==> src/rtl/phase_address_gen.sv <==
// Phase accumulator driving a 256-point waveform table address from a divided sample tick.
// A new step is adopted only at the wrap tick, which keeps every waveform period at a single frequency.
module phase_address_gen #(
    parameter int unsigned DIV = 2000,
    parameter int unsigned CW  = 11
) (
    input  logic       clk,
    input  logic       rst,
    input  logic       en,
    input  logic       sync_clr,
    input  logic [7:0] f_step,
    output logic [7:0] addr,
    output logic       sample_tick,
    output logic       wrap,
    output logic [7:0] step_active
);

    localparam logic [CW-1:0] CNT_LAST = CW'(DIV - 1);

    logic [CW-1:0] cnt;
    logic          tick;
    logic [7:0]    eff;
    logic [8:0]    sum;

    // A zero active step defers to the live request so that a stalled generator restarts immediately.
    always_comb begin
        tick = en && (cnt == CNT_LAST);
        eff  = (step_active == 8'd0) ? f_step : step_active;
        sum  = {1'b0, addr} + {1'b0, eff};
    end

    always_ff @(posedge clk or posedge rst) begin
        if (rst) begin
            cnt         <= '0;
            addr        <= '0;
            sample_tick <= 1'b0;
            wrap        <= 1'b0;
            step_active <= 8'd1;
        end else if (sync_clr) begin
            cnt         <= '0;
            addr        <= '0;
            sample_tick <= 1'b0;
            wrap        <= 1'b0;
            step_active <= f_step;
        end else if (!en) begin
            cnt         <= '0;
            sample_tick <= 1'b0;
            wrap        <= 1'b0;
            step_active <= f_step;
        end else if (tick) begin
            cnt         <= '0;
            addr        <= sum[7:0];
            sample_tick <= 1'b1;
            wrap        <= sum[8];
            if (sum[8] || (step_active == 8'd0))
                step_active <= f_step;
        end else begin
            cnt         <= cnt + 1'b1;
            sample_tick <= 1'b0;
            wrap        <= 1'b0;
        end
    end

endmodule

==> config.mk <==
export PLATFORM = sky130hd
export DESIGN_NAME = phase_address_gen
export DESIGN_NICKNAME = d
export VERILOG_FILES = /design/src/rtl/phase_address_gen.sv
export SDC_FILE = /design/constraint.sdc
export NUM_CORES = 1
export LEC_CHECK = 0
export BUFFER_PORTS_ARGS = -buffer_cell sky130_fd_sc_hd__buf_4
export CORE_ASPECT_RATIO = 0.8
export CORE_MARGIN = 2
export CORE_UTILIZATION = 49
export DETAILED_ROUTE_END_ITERATION = 12
export GPL_TIMING_DRIVEN = 0
export PLACE_DENSITY = 0.74
export SYNTH_ARGS = -nofsm -noshare
export SYNTH_HDL_FRONTEND = slang
export SYNTH_SLANG_ARGS = --single-unit
==> constraint.sdc <==
create_clock -name clk -period 2.9 [get_ports clk]
set_input_delay 0.58 -clock clk [delete_from_list [all_inputs] [get_ports clk]]
set_output_delay 0.58 -clock clk [all_outputs]
set_load 0.1 [all_outputs]
# Word-level counts from Yosys, hierarchy flattened
# Index checks and enable logic that the tools add are counted.
[totals] out_inout_bits=18 register_bits=29 in_bits=12 word_cells=34
[op_classes] addsub=2 n_eq_ne=3 reduce_logical=7 muxes=17
[ops] cell="$mux W8" n=8
[ops] cell="$mux W11" n=3
[ops] cell="$add A11 B1 Y11 const B" n=1
[ops] cell="$eq A11 B11 Y1 const B" n=1
[ops] cell="$add A8 B8 Y9" n=1
[ops] cell="$logic_not A8 Y1" n=1
[ops] cell="$mux W1" n=6
[ops] cell="$ne A3 B1 Y1 const B" n=2
[ops] cell="$reduce_and A2 Y1" n=2
[ops] cell="$reduce_bool A2 Y1" n=2
[ops] cell="$logic_and A1 B1 Y1" n=1
[ops] cell="$logic_or A1 B1 Y1" n=1

# Logic depth before layout (Yosys ltp)
[depth] word_depth=8 mapped_depth=12 depth_no_buf=11

# Worst setup path after synthesis
# No wires, ideal clock.
[synth_timing] path_kind="register -> register" startpoint="register step_active[7]" endpoint="register step_active[7]" period_less_slack_ns=3.394 path_stages_with_launch=13 n_path_buf=1 path_slack_ns=-0.494 setup_time_ns=0.126 t_arrival_ns=3.267 required_ns=2.774 cell_sequence="dfrtp_1 > nor2_1 > and4_1 > clkbuf_1 > a21o_1 > ha_1 > inv_1 > fa_1 > nand2b_1 > a21oi_1 > a41oi_1 > a21boi_4 > mux2_4"
[synth_between] elab_chain_cells=6
[synth_lines] item="start: declaration" line="15" source="output logic [7:0] step_active"
[synth_lines] item="start signal: assignment" line="44" source="step_active <= f_step;"
[synth_lines] item="start signal: assignment" line="49" source="step_active <= f_step;"
[synth_lines] item="start signal: assignment" line="56" source="step_active <= f_step;"
[synth_lines] item="$logic_not A8 Y1" line="28, 55"
[synth_lines] item="$mux W8" line="28" source="eff = (step_active == 8'd0) ? f_step : step_active;"
[synth_lines] item="$add A8 B8 Y9" line="29" source="sum = {1'b0, addr} + {1'b0, eff};"
[synth_lines] item="$logic_or A1 B1 Y1 *" line="55" source="if (sum[8] || (step_active == 8'd0))"
[synth_lines] item="$ne A3 B1 Y1 (no line) *"
[synth_lines] item="$reduce_and A2 Y1 (no line) *"
# Every way passes the cells marked *; elsewhere a longest branch is shown, timed or not.
# A chain may end at the register's enable or synchronous reset.

# Worst setup path in the final report
[layout_timing] startpoint="register step_active[4]" endpoint="register step_active[3]"
# Same word-level chain as after synthesis.

==> summary.md <==
| Metric | Value |
|---|---|
| Outcome | `finished clean` |
| CTS H-tree lvls | `2` |
| Final hold slack | `488.3 ps` |
| Die area | `3805 sq um` |
| Largest net degree at the start of global routing | `30` |
| Max-slew violation count | `0` |
| Post-Place Worst Slack | `-108.5 ps` |
| Average instance area after synthesis | `10.38 sq um` |
| Clk slew on worst S/H paths | `60 ps` |
| VDD IR-drop max | `341.1 uV` |
| GR met1 Demand/Resource | `29.25%` |
| Initial antenna violation count | `0` |
| Drt initial violations | `64` |
| Setup TNS | `0 ps` |
| Crit path capture type | `flip-flop` |
| NumNets Final | `220` |
| Finished Layout Cells | `239` |
| Seq pwr share | `39.2%` |
| RSZ-0062 raised after global routing | `true` |
| Setup ws final | `22.90 ps` |
| CTS tree | `done` |
| Hold Vio Cnt, Final | `0` |
| PortBufs | `29` |
| Final Instance Area | `2145 sq um` |
| Routed Antenna Nets | `0` |
| Switching pwr | `0.3458 mW` |
| Cell variety after synth | `38` |
| Core area | `3131 sq um` |
| Post-Route WL | `3862 um` |
| Setup violators final | `0` |
| P_int | `0.7877 mW` |
| Vert. Die Dim | `55.57 um` |
| Drc violations | `0` |
| WL/cell | `16.16 um` |
| Switching Share | `30.51%` |
| TritonCTS buffer count | `5` |
| Grt total ovfl | `0` |
| Clock share of power | `38.1%` |
| Vias in the first global route | `1320` |
| Met3 Use GR | `5.870%` |
| Final min period | `2877 ps` |
| PD cells | `528.5 nW/um^2` |
| Root Buffer | `clkbuf_8` |
| Critical Path RT | `3070 ps` |
| Fmax | `0.3476 GHz` |
| Lkg Pwr | `1.047 nW` |
| Clock Latency Late Sink | `280 ps` |
| Rows | `18` |
| Initial Util | `52.04%` |
| IO Pins | `30` |
| Max Cap Viol | `0` |
| Mapped Cells | `157` |
| Clk sinks | `29` |
| Rel. slew slack | `24.05%` |
| Die Wd | `68.47 um` |
| P&R area growth vs syn | `31.64%` |
| CP Class | `flip-flop to flip-flop` |
| Global-route wire length before repair | `6189 um` |
| Pre-Repair DR Iteration Count | `4` |
| Final HPWL DP | `2682 um` |
| Nature of the critical path startpoint | `flip-flop` |
| Via Count | `1368` |
| Syn_nets | `179` |
| Syn. warnings | `0` |
| Gr busiest metal | `met2` |
| Maximum fanout along the worst path | `7` |
| #FFs+latches synth | `29` |
| Area after DPL | `1951 sq um` |
| Antenna diodes | `0` |
| Total GRT Usage | `21.84%` |
| Arrival @ worst endpoint | `3040 ps` |
| Final core utilization | `68.51%` |
| Worst min path class | `flip-flop to flip-flop` |
| Worst Skew | `3.183 ps` |
| Gate power share | `22.7%` |
| Met2 Resource Use GR | `34.48%` |
| Register area share after synthesis | `44.62%` |
| Synthesized area | `1629 sq um` |
| Clock Path Buffers | `2` |
| Placed Cells incl. Taps | `226` |
| Vias/cell | `5.724` |
| Layout cell share with drive strength beyond 1 | `34.67%` |
| Power Total | `1.133 mW` |
| GPL Wtd Cong | `0.8089` |
| Tcrit/Tclk final | `99.21%` |
| Actual slew at the worst max-slew pin | `1138 ps` |
## power by group through the flow
stage	clock network, mW	registers (mW)	logic [mW]
detailed placement	0	0.450	0.241
global route	0.464	0.446	0.269
global placement	0	0.449	0.235
floorplan	0	0.545	0.0872
finish	0.432	0.444	0.257
CTS	0.441	0.442	0.244
## sequential cells by signal, summed over array words and instances, names as in the netlist
register / cells
cnt: 11
addr: 8
step_active: 8
wrap: 1
sample_tick: 1
## cells in the mapped netlist
library cell	count	share of area [%]
dfrtp_1	28	43
nor2_1	20	4.6
a21oi_1	11	3.4
ha_1	9	6.9
inv_1	9	2.1
nand2_1	7	1.6
a21o_1	6	2.8
a22o_1	6	3.2
xnor2_1	6	3.2
a32o_1	5	3.1
nand3_1	5	1.5
xor2_1	5	2.7
mux2_4	4	3.7
o21ai_0	4	1.2
and3_1	3	1.2
nand2b_1	3	1.2
and2_1	2	0.77
clkbuf_1	2	0.46
o21ai_1	2	0.61
or3_1	2	0.77
a211oi_1	1	0.46
a21boi_4	1	1.2
a31o_2	1	0.54
a41o_1	1	0.61
a41oi_1	1	0.54
and4_1	1	0.54
buf_2	1	0.31
buf_6	1	0.69
dfstp_2	1	1.6
fa_1	1	1.2
nand3b_1	1	0.46
nand4_2	1	0.77
nor2b_1	1	0.38
nor4b_2	1	0.92
o21bai_1	1	0.46
o31ai_1	1	0.46
o41ai_1	1	0.54
or2_1	1	0.38
## routing by layer
metal | part of all wire [%] | vias up | wire length [um]
met5 | 0 | - | 0
met4 | 1.1 | 0 | 42
met3 | 6.3 | 7 | 244
met2 | 46 | 37 | 1775
met1 | 47 | 681 | 1799
li1 | - | 643 | -
## area by class of cell
class / count / area [sq um]
Multi-Input combinational cell: 115 / 909.6
Timing Repair Buffer: 34 / 255.2
Tap cell: 40 / 50.05
Buffer: 4 / 31.28
Inverter: 9 / 33.78
Clock inverter: 1 / 30.03
Fill cell: 239 / 985.9
Clock buffer: 7 / 86.33
Sequential cell: 29 / 748.2
## final timing paths
path                                     start              to  slack [ps]  cells after the start
worst max-delay path            step_active[4]  step_active[3]          20                     12
worst min-delay path                    cnt[0]          cnt[0]         490                      1
worst max register to register  step_active[4]  step_active[3]          20                     12
worst min register to register          cnt[0]          cnt[0]         490                      1
max in group asynchronous                  rst  step_active[5]        1480                      2
min in group asynchronous                  rst  step_active[6]         600                      2
## placed cells by master, fill, tap and decap left out, drive strengths merged, types with 3 or more instances in the layout
cell type  instances
nand2              7
dfrtp             28
o21ai              6
a21oi             11
nand2b             3
inv                9
mux2               4
a22o               6
nand3              5
buf               37
xnor2              6
nor2              20
a32o               5
a21o               6
and3               3
clkbuf             8
ha                 9
xor2               5
## worst max-delay path, stage by stage (launching register included)
cell      delay [ps]
dfrtp_4          500
nor2_4           110
and4_1           200
buf_6            120
a21o_1           150
ha_4             150
inv_2             40
fa_2             340
nand2b_4         170
a21oi_4          190
a41oi_4          170
a21boi_4         300
mux2_4           330
## timing repair
action	CTS	global route
resized for setup	2	8
hold buffers	0	0
pin swaps	2	5
setup buffers	1	4
endpoints found under the setup margin	4	8
## kinds of logic (layout without fill, tap and decap cells)
family | count (synthesis) | after routing | synth area share (%)
mux | 4 | 4 | 3.687
buf+inv | 13 | 55 | 3.533
xor+xnor | 11 | 11 | 5.914
simple gates | 48 | 48 | 15.05
compound gates | 42 | 42 | 19.05
flops | 29 | 29 | 44.62
fa+ha+maj | 10 | 10 | 8.141
(Power assumes the default switching activity.)
